**src/rtl/cost_arb_pkg.sv**
```systemverilog
`default_nettype none
// ============================================================================
//  Module   : cost_arb_pkg
//  Purpose  : Shared widths, defaults, FSM encoding and pipeline tag type
//             for the two-requester cost-table arbiter.
//  Revision : 1.0  initial release
// ============================================================================
package cost_arb_pkg;

  localparam int COST_W_DEF    = 7;  // default cost data width
  localparam int IDX_W         = 3;  // worker/job index width
  localparam int MAX_BURST_DEF = 8;  // default locked-burst length limit

  // Arbiter ownership states
  typedef enum logic [1:0] {
    FREE  = 2'd0,
    LOCK0 = 2'd1,
    LOCK1 = 2'd2
  } arb_state_t;

  // One pipeline tag: a read is in flight and which requester owns it
  typedef struct packed {
    logic valid;
    logic id;
  } tag_t;

endpackage
`default_nettype wire

```
**src/rtl/cost_arb_rr.sv**
```systemverilog
`default_nettype none
// ============================================================================
//  Module   : cost_arb_rr
//  Purpose  : Two-way round-robin picker. A lone request always wins; when
//             both request, the one not granted last wins.
//  Revision : 1.0  initial release
// ============================================================================
module cost_arb_rr (
  input  logic [1:0] req,
  input  logic       last_gnt,
  output logic [1:0] gnt
);

  // One-hot pick; contention resolved against the last granted index
  always_comb begin
    gnt = 2'b00;
    case (req)
      2'b01:   gnt = 2'b01;
      2'b10:   gnt = 2'b10;
      2'b11:   gnt = last_gnt ? 2'b01 : 2'b10;
      default: gnt = 2'b00;
    endcase
  end

endmodule
`default_nettype wire

```
**src/rtl/cost_arb.sv**
```systemverilog
`default_nettype none
// ============================================================================
//  Module   : cost_arb
//  Purpose  : Arbitrates two requesters onto a shared combinational cost
//             table. Supports locked bursts (bounded by MAX_BURST) and returns
//             the looked-up cost two cycles after each transfer, tagged with
//             the owning requester.
//  Revision : 1.0  initial release
// ============================================================================
import cost_arb_pkg::*;

module cost_arb #(
  parameter int MAX_BURST = MAX_BURST_DEF,
  parameter int COST_W    = COST_W_DEF
) (
  input  logic              CLK,
  input  logic              RST,
  input  logic              req0,
  input  logic [IDX_W-1:0]  W0,
  input  logic [IDX_W-1:0]  J0,
  input  logic              lock0,
  input  logic              req1,
  input  logic [IDX_W-1:0]  W1,
  input  logic [IDX_W-1:0]  J1,
  input  logic              lock1,
  output logic              gnt0,
  output logic              gnt1,
  output logic              rvalid0,
  output logic              rvalid1,
  output logic [COST_W-1:0] rdata,
  output logic [IDX_W-1:0]  W,
  output logic [IDX_W-1:0]  J,
  input  logic [COST_W-1:0] Cost
);

  localparam int CNT_W = $clog2(MAX_BURST + 1);

  arb_state_t       state;
  logic             last_gnt;
  logic [CNT_W-1:0] beat_cnt;
  logic [CNT_W-1:0] beat_inc;

  logic [1:0]       rr_gnt;
  logic [1:0]       gnt_v;
  logic             xfer;
  logic             xfer_id;
  logic             xfer_lock;

  tag_t             tag_s1;
  tag_t             tag_s2;

  cost_arb_rr u_rr (
    .req      ({req1, req0}),
    .last_gnt (last_gnt),
    .gnt      (rr_gnt)
  );

  // Grant: round-robin when free, only the owner while locked, nothing in reset
  always_comb begin
    gnt_v = 2'b00;
    if (!RST) begin
      case (state)
        FREE:    gnt_v = rr_gnt;
        LOCK0:   gnt_v = {1'b0, req0};
        LOCK1:   gnt_v = {req1, 1'b0};
        default: gnt_v = 2'b00;
      endcase
    end
  end

  assign gnt0      = gnt_v[0];
  assign gnt1      = gnt_v[1];
  assign xfer      = gnt_v[0] | gnt_v[1];
  assign xfer_id   = gnt_v[1];
  assign xfer_lock = xfer_id ? lock1 : lock0;
  assign beat_inc  = beat_cnt + CNT_W'(1);

  // Ownership FSM: lock on a locked transfer, release on unlock or burst limit
  always_ff @(posedge CLK) begin
    if (RST) begin
      state    <= FREE;
      last_gnt <= 1'b1;
      beat_cnt <= '0;
    end else if (xfer) begin
      last_gnt <= xfer_id;
      case (state)
        FREE: begin
          // A one-beat limit means a lock can never outlive its first beat
          if (xfer_lock && (MAX_BURST > 1)) begin
            state    <= xfer_id ? LOCK1 : LOCK0;
            beat_cnt <= CNT_W'(1);
          end
        end
        LOCK0, LOCK1: begin
          if (!xfer_lock || (beat_inc == CNT_W'(MAX_BURST))) begin
            state    <= FREE;
            beat_cnt <= '0;
          end else begin
            beat_cnt <= beat_inc;
          end
        end
        default: begin
          state    <= FREE;
          beat_cnt <= '0;
        end
      endcase
    end
  end

  // Read pipeline: address stage, then data stage, with the tag riding along
  always_ff @(posedge CLK) begin
    if (RST) begin
      W            <= '0;
      J            <= '0;
      rdata        <= '0;
      tag_s1.valid <= 1'b0;
      tag_s1.id    <= 1'b0;
      tag_s2.valid <= 1'b0;
      tag_s2.id    <= 1'b0;
    end else begin
      tag_s1.valid <= xfer;
      tag_s1.id    <= xfer_id;
      tag_s2       <= tag_s1;
      if (xfer) begin
        W <= xfer_id ? W1 : W0;
        J <= xfer_id ? J1 : J0;
      end
      // Capture only for a live read so rdata holds between responses
      if (tag_s1.valid) begin
        rdata <= Cost;
      end
    end
  end

  assign rvalid0 = tag_s2.valid & ~tag_s2.id;
  assign rvalid1 = tag_s2.valid &  tag_s2.id;

endmodule
`default_nettype wire
```
**config.mk**
```make
export PLATFORM = sky130hd
export DESIGN_NAME = cost_arb
export DESIGN_NICKNAME = d
export VERILOG_FILES = /design/src/rtl/cost_arb_pkg.sv /design/src/rtl/cost_arb_rr.sv /design/src/rtl/cost_arb.sv
export SDC_FILE = /design/constraint.sdc
export NUM_CORES = 1
export LEC_CHECK = 0
export ABC_AREA = 1
export CORE_AREA = 2 2 55 57
export DETAILED_ROUTE_END_ITERATION = 12
export DIE_AREA = 0 0 57 59
export PLACE_DENSITY = 0.84
export SLEW_MARGIN = 20
export SYNTH_ARGS = -nofsm -noshare
export SYNTH_HDL_FRONTEND = slang
export SYNTH_SLANG_ARGS = --single-unit
```
**constraint.sdc**
```tcl
create_clock -name CLK -period 1.8 [get_ports CLK]
set_clock_uncertainty 0.15 [all_clocks]
set_input_delay 0.36 -clock CLK [delete_from_list [all_inputs] [get_ports CLK]]
set_output_delay 0.36 -clock CLK [all_outputs]
set_load 0.02 [all_outputs]
```
* Yosys cells after proc, flatten, opt, wreduce, memory -nomap -nowiden *
Cells that the tools add are included.

storage, ports and cells
  output and inout port bits = 17
  word-level logic and storage cells = 43
  input bits = 25
  flip-flop bits (word level) = 24

cells by class
  bitwise operators = 4
  $add $sub $neg = 1
  reductions and logical operators = 6
  equal/unequal tests = 8
  mux-type cells = 14

operators by type and width
  operator                                                          count
  2-bit case mux with 3 select lines                                2
  2-bit 2-to-1 mux                                                  5
  4-bit 2-to-1 mux                                                  2
  4-bit case mux with 2 select lines                                1
  2-bit == test (second input constant)                             3
  3-bit 2-to-1 mux                                                  2
  4-bit by 1-bit adder with 4-bit output (second input constant)    1
  2-bit by 1-bit == test with 1-bit output (second input constant)  2
  4-bit == test (second input constant)                             1
  2-bit != test (second input constant)                             2
  2-bit case mux with 2 select lines                                1
  3-bit AND reduction                                               1
  1-bit bitwise AND                                                 2
  2-bit zero test                                                   1
  2-bit AND reduction                                               1
  2-bit OR reduction                                                1
  1-bit zero test                                                   1
  1-bit logical OR                                                  1
  1-bit 2-to-1 mux                                                  1
  1-bit inverter                                                    1
  1-bit bitwise OR                                                  1

* Logic depth before layout (Yosys ltp) *
Gate-level depths: netlist (run 1).

  depth in word-level cells = 9
  depth in mapped cells = 12
  depth with buffers taken out = 12

* Cells and area by module *
Synthesis (run 1) repeated with hierarchy kept, for this count alone.

second synthesis, totals
  cells, all modules = 164
  area total of the unflattened synthesis = 1174.9 sq um

modules (own cells, without submodules)
  module       seq. area each (sq um)  cells each  area an instance (sq um)  times used
  cost_arb     480.5                   159         1153.6                    1
  cost_arb_rr  0.0                     5           21.3                      1

* Worst setup path before layout (run 1) *
OpenSTA, ideal clock, no wires.

  kind = flip-flop to output port
  from = reg state[0]
  to = out gnt1
  arrival = 1.116 ns
  data required time = 1.290 ns
  stages on the path, launching flop included = 8
  slack = 0.174 ns
  buffers on the path = 1
  path through = dfxtp_1 -> inv_1 -> ha_1 -> nand2_1 -> nand2_1 -> nand2_4 -> buf_6 -> inv_4

on the way
  word-level cells in the longest chain between the ends = 3
  elaborated cells between the ends (all ways) = 5
  those cells by class = eq/ne (2); mux (2); reduce/logical (1)

ends and longest elaborated chain
  what                                    RTL line        text
  from (decl)                             cost_arb.sv:38  arb_state_t state;
  from (signal assigned)                  cost_arb.sv:90  state <= xfer_id ? LOCK1 : LOCK0;
  2-bit == test (tied with other cells)   cost_arb.sv:62  case (state)
  2-bit case mux with 3 select lines (*)  cost_arb.sv:62
  2-bit 2-to-1 mux (*)                    cost_arb.sv:61  if (!RST) begin
  to (decl)                               cost_arb.sv:27  output logic gnt1,

Mark *: on every way between the ends. The rest lies on a longest branch, timed or not.

* Worst setup path in the final report (run 1) *
Same ends and word-level chain as after synthesis.

==> impl_metrics.json, run 1 <==
{
  "wl_per_cell_um": 11.6,
  "drtIter0Drc": 40,
  "grt_max_degree": 16,
  "grt_pass1_vias": 1082,
  "viasPerCell": 4.77,
  "dp.cells": 234,
  "final_nets": 240,
  "final_cells": 240,
  "wl_met2_um": 1420,
  "ys_ff_latch": 24,
  "leakagePower_nw": 0.912,
  "row_count": 19,
  "min_period_ns": 1.85,
  "io_pins": 42,
  "die_area_um2": 3360,
  "yosys_warnings": 0,
  "die_height_um": 59,
  "cts_sinks": 24,
  "insertion_delay_ns": 0.31,
  "path_common_cell": "nand2_4",
  "grt-ovfl-total": 0,
  "p_per_area_nw_per_um2": 1090,
  "drv_slew": 0,
  "area_growth_pct": 54.1,
  "ir_worst_vdd_v": 0.000828,
  "path_cells": "ha_4 > inv_2 > nand2_4 > nor2_4 > nand2_4 > inv_4 > buf_6",
  "antenna_found_initial": 0,
  "post_synth.cell_area_avg_um2": 7.52,
  "netlist.area_leader.share_pct": 41.0,
  "via_count": 1145,
  "cp_top_family": "flip-flops",
  "violations": "negative setup slack",
  "critical_path_class": "reg2out",
  "portBuffers": 41,
  "r2r_slack_ns": 0.03,
  "netlist_area_um2": 1170,
  "drive_gt1_share_pct": 23.9,
  "cp.required_ns": 1.29,
  "fp.coreArea_um2": 2710,
  "place.gp.congestion": 0.785,
  "synth_area_leaders": "dfxtp_1 41%, nor2_1 9.0%, nand2_1 6.7%",
  "start_util_pct": 43.3,
  "ys_seq_area_share_pct": 41.0,
  "path_buf_inv": 3,
  "arrival_ns": 1.34,
  "worstPathMaxFanout": 4,
  "utilization_pct": 66.7,
  "clk_pin_slew_ns": 0.14,
  "holdCritPathClass": "reg2reg",
  "cts-root-buf": "clkbuf_4",
  "wl_met1_um": 1190,
  "fmax_mhz": 542,
  "drcViolationCount": 0,
  "power_mw": 1.96,
  "die_w_um": 57,
  "maxSlewHeadroom_pct": 84.0,
  "grt_pass1_wl_um": 4640,
  "dr.pass1.iters": 4,
  "track_usage_pct": 17.5,
  "status": "complete, but fails checks",
  "clk_path_buf_depth": 2,
  "synth_area_leader_cell": "dfxtp_1",
  "place_area_um2": 1660,
  "cp-start-kind": "flip-flop",
  "cts_buffers": 3,
  "crit_path_max_incr_delay_ns": 0.40,
  "fin_ws_ns": -0.0458,
  "nFillCells": 237,
  "htreeDepth": 1,
  "design_area_um2": 1810,
  "synthDistinctLibCells": 22,
  "hold_viol": 0,
  "highest_layer": "met4",
  "dpl.hpwl_um": 2030,
  "pre_cts_ws_ns": -0.500,
  "cts_tree": "done",
  "wirelength_um": 2780,
  "setup_violations": 2,
  "maxCapViolCount": 0,
  "met3_length_um": 166,
  "antenna_left": 0,
  "mappedNetlistNets": 186,
  "syn_inst": 156,
  "critPathSlowestCell": "dfxtp_4",
  "antennaDiodeCount": 0,
  "post-route-period-util_pct": 103,
  "max_slew.worst_pin.slew_ns": 0.240,
  "rsz0062_at_grt": "yes",
  "end_kind": "output pin"
}
[worst paths after layout]
path,start,to,cells after the start
min reg2reg,tag_s1[0],tag_s2[0],2
min,tag_s1[0],tag_s2[0],2
max reg2reg,state[0],beat_cnt[2],11
max,state[0],gnt1,7
[registers in the layout, summed over array words and instances (netlist names)]
register	count
beat_cnt	4
tag_s2	2
W	3
rdata	7
last_gnt	1
J	3
state	2
tag_s1	2
[per-layer routing]
metal | GRT usage [%] | up-vias
met2 | 30.5 | 28
met5 | 0 | -
li1 | - | 597
met4 | 3.99 | 0
met1 | 21.2 | 518
met3 | 5.24 | 2
[cell usage in the layout, fill, tap and decap left out]
| cell | instances |
|---|---|
| nor2_4 | 2 |
| ha_4 | 3 |
| inv_4 | 4 |
| nor3_1 | 13 |
| o21ai_2 | 1 |
| inv_1 | 11 |
| nand3_1 | 8 |
| o21ai_0 | 14 |
| nand4_1 | 1 |
| nor2_2 | 1 |
| buf_6 | 3 |
| nor2_1 | 28 |
| nand2_2 | 5 |
| dlymetal6s2s_1 | 6 |
| dlygate4sd2_1 | 11 |
| inv_2 | 6 |
| nand2_4 | 5 |
| dfxtp_1 | 22 |
| dfxtp_4 | 2 |
| clkbuf_4 | 3 |
| nand3_2 | 1 |
| buf_4 | 10 |
| clkdlybuf4s50_1 | 22 |
| bufinv_16 | 1 |
| ha_2 | 1 |
| nand2_1 | 18 |
| a21oi_1 | 4 |
| nand3_4 | 1 |
| clkinv_4 | 1 |
| ha_1 | 1 |
[kinds of logic (layout without fill, tap and decap cells)]
logic type | count (synthesis) | in the layout | share of synthesized area (%)
simple gates | 83 | 83 | 35.4
buf+inv | 25 | 78 | 10.1
compound gates | 19 | 19 | 8.11
flops | 24 | 24 | 41.0
fa+ha+maj | 5 | 5 | 5.34
[worst min-delay path, cell delays in order, from the launching register on]
cell and delay (ns):
dfxtp_1 0.32, inv_1 0.04, nor2_1 0.03
[metrics by stage]
stage / setup TNS (ns) / hold slack (ns)
floorplan: 0 / 0.238
detailed placement: -4.15 / 0.246
global route: -0.358 / 0.273
CTS: -0.0900 / 0.265
finish: -0.0680 / 0.265
global placement: -3.98 / 0.242
[cell usage after synthesis, drive strengths merged]
cell	number
nor2	31
o21ai	15
dfxtp	24
inv	21
nand4	1
nor3	13
nand3	10
nand2	28
clkinv	1
clkbuf	1
buf	2
a21oi	4
ha	5
[where the power goes]
part | internal, mW | switching (mW)
sequential | 0.643 | 0.0847
clock | 0.225 | 0.170
combinational | 0.371 | 0.467
[repair_timing]
item                       CTS  global route
pin swaps                    5             5
gates resized for setup     43            11
setup endpoints to repair   18            18
hold buffers                 0             0
buffers inserted             2             0
[final cells by class]
| cell class | count | area, um^2 | share of cell area [%] |
|---|---|---|---|
| Tap cell | 31 | 38.8 | 2.15 |
| Clock buffer | 3 | 22.5 | 1.25 |
| Sequential cell | 24 | 488 | 27.0 |
| Inverter | 22 | 97.6 | 5.40 |
| Multi-Input combinational cell | 107 | 629 | 34.8 |
| Clock inverter | 1 | 30.0 | 1.66 |
| Timing Repair Buffer | 52 | 500 | 27.7 |
No activity file was read; power rests on OpenSTA's default activity.
==> run 2: changes to the inputs <==
Settings changed: SLEW_MARGIN 20 to not set.
==> results of run 2 <==
Final layout, timing and power as in run 1 (identical DEF).
==> run 3: changes to the inputs <==
Clock period 1.8 ns to 2.1 ns, I/O delays scaled along.
==> impl_metrics.json, run 3 (synthesis results as in run 1) <==
{
  "drive_gt1_share_pct": 16.9,
  "pre_cts_ws_ns": -0.340,
  "viasPerCell": 4.66,
  "track_usage_pct": 16.8,
  "row_count": 19,
  "design_area_um2": 1720,
  "met3_length_um": 145,
  "die_height_um": 59,
  "insertion_delay_ns": 0.32,
  "maxSlewHeadroom_pct": 82.9,
  "end_kind": "output pin",
  "dr.pass1.iters": 4,
  "cp_top_family": "flip-flops",
  "worstPathMaxFanout": 4,
  "largest_register": "rdata",
  "clk_path_buf_depth": 2,
  "min_period_ns": 2.01,
  "place.gp.congestion": 0.790,
  "wirelength_um": 2610,
  "p_clk_share_pct": 20.5,
  "dpl.hpwl_um": 2020,
  "crit_path_max_incr_delay_ns": 0.36,
  "arrival_ns": 1.44,
  "p_switching_uw": 581,
  "cp-start-kind": "flip-flop",
  "largest_reg_flops": 7,
  "grt_pass1_vias": 1068,
  "post-route-period-util_pct": 95.8,
  "nFillCells": 261,
  "portBuffers": 41,
  "path_cells": "ha_1 > inv_1 > nand2_4 > nor2_4 > nand2_4 > inv_4 > buf_2",
  "cts.hold.buffers_added": 0,
  "setup_violations": 0,
  "comb_power_share_pct": 42.2,
  "start_util_pct": 43.3,
  "holdCritStartpoint": "tag_s1[0]",
  "critPathSlowestCell": "dfxtp_2",
  "path_depth": 7,
  "drcViolationCount": 0,
  "status": "finished clean",
  "intPower_mw": 1.06,
  "maxCapViolCount": 0,
  "drtIter0Drc": 20,
  "layout_common_cells": "38 x clkdlybuf4s50_1, 28 x nor2_1, 22 x dfxtp_1",
  "critPathLaunch": "state[0]",
  "wl_met2_um": 1290,
  "htreeDepth": 1,
  "sw_frac_of_total_pct": 35.4,
  "cts_sinks": 24,
  "drv_slew": 0,
  "r2r_start": "state[0]",
  "path_buf_inv": 3,
  "wl_met1_um": 1170,
  "grt-ovfl-total": 0,
  "p_per_area_nw_per_um2": 953,
  "endpoint": "gnt1",
  "cts_buffers": 3,
  "leakagePower_nw": 0.774,
  "r2r-end": "beat_cnt[2]",
  "io_pins": 42,
  "r2r_slack_ns": 0.21,
  "fmax_mhz": 497,
  "cp.required_ns": 1.53,
  "cts_tree": "done",
  "rsz0062_at_grt": "no",
  "path_common_cell": "nand2_4",
  "fp.coreArea_um2": 2710,
  "pwr-share-seq_pct": 37.2,
  "multi_input_area_um2": 576,
  "area_growth_pct": 46.9,
  "antenna_found_initial": 0,
  "antennaDiodeCount": 0,
  "wl_per_cell_um": 11.0,
  "top_regs": "rdata (7), beat_cnt (4)",
  "seq_area_um2": 483,
  "antenna_left": 0,
  "die_w_um": 57,
  "rr_worst_depth": 12,
  "die_area_um2": 3360,
  "via_count": 1109,
  "layout_commonest_cell": "clkdlybuf4s50_1",
  "clk_pin_slew_ns": 0.14,
  "fin_ws_ns": 0.0888,
  "holdCritPathClass": "reg2reg",
  "grt_pass1_wl_um": 4420,
  "max_slew.worst_pin.slew_ns": 0.256,
  "grt_max_degree": 16,
  "place_area_um2": 1680,
  "highest_layer": "met4",
  "final_nets": 238,
  "hold_viol": 0,
  "cts-root-buf": "clkbuf_4",
  "ir_worst_vdd_v": 0.000797,
  "critical_path_class": "reg2out"
}
run 3: changes by cell type in the layout (fill, tap and decap cells not counted), moves of 3 or more:
| cell | previous run | this run |
|---|---|---|
| dlygate4sd2_1 | 11 | 1 |
| buf_6 | 3 | 0 |
| inv_1 | 11 | 17 |
| dlymetal6s2s_1 | 6 | 0 |
| inv_2 | 6 | 2 |
| nand2_1 | 18 | 21 |
| ha_4 | 3 | 0 |
| nand2_2 | 5 | 2 |
| clkdlybuf4s50_1 | 22 | 38 |
| ha_1 | 1 | 4 |
run 3: per-stage QoR:
step / power (mW) / utilization [%] / cells / TNS [ns] / hold WS [ns]
after global routing: 1.74 / 63.5 / 238 / 0 / 0.295
after detailed placement: 1.32 / 61.8 / 234 / -1.36 / 0.248
after floorplan: 1.02 / - / 156 / 0 / 0.238
after global placement: 1.30 / 61.8 / 234 / -1.33 / 0.243
final: 1.64 / 63.5 / 238 / 0 / 0.267
after CTS: 1.65 / 63.7 / 238 / 0 / 0.266
run 3: metal layers:
metal,up-vias,track usage [%]
li1,595,-
met1,486,19.9
met2,26,29.4
met3,2,4.37
met4,0,5.98
met5,-,0
run 3: area by class of cell:
class	instances	share of cell area, %
clock buffers	3	1.31
flip-flops and latches	24	28.1
repair buffers	50	27.8
inverters	22	5.38
multi-input cells	107	33.4
well taps	31	2.25
clock inverters	1	1.74
run 3: timing repair:
item / CTS / global route
endpoints found under the setup margin: 2 / 1
buffers inserted: 0 / 0
resized for setup: 10 / 2
run 3: how the worst min path moves through the flow:
stage,to,slack (ns),cells after the start
floorplan,tag_s2[0],0.24,2
global placement,tag_s2[0],0.24,2
detailed placement,tag_s2[0],0.25,2
CTS,tag_s2[0],0.27,2
global route,tag_s2[0],0.30,2
finish,tag_s2[0],0.27,2
run 3: power by group through the flow:
stage	Clock, mW	Combinational [mW]	Sequential (mW)
after detailed placement	0	0.699	0.618
after CTS	0.341	0.699	0.611
after floorplan	0	0.341	0.675
after global routing	0.355	0.764	0.624
final	0.337	0.693	0.611
after global placement	0	0.688	0.614
run 3: tightest hold or removal path, cell delays in order (launching register included):
cell and delay (ns):
dfxtp_1 0.32, inv_1 0.04, nor2_1 0.03
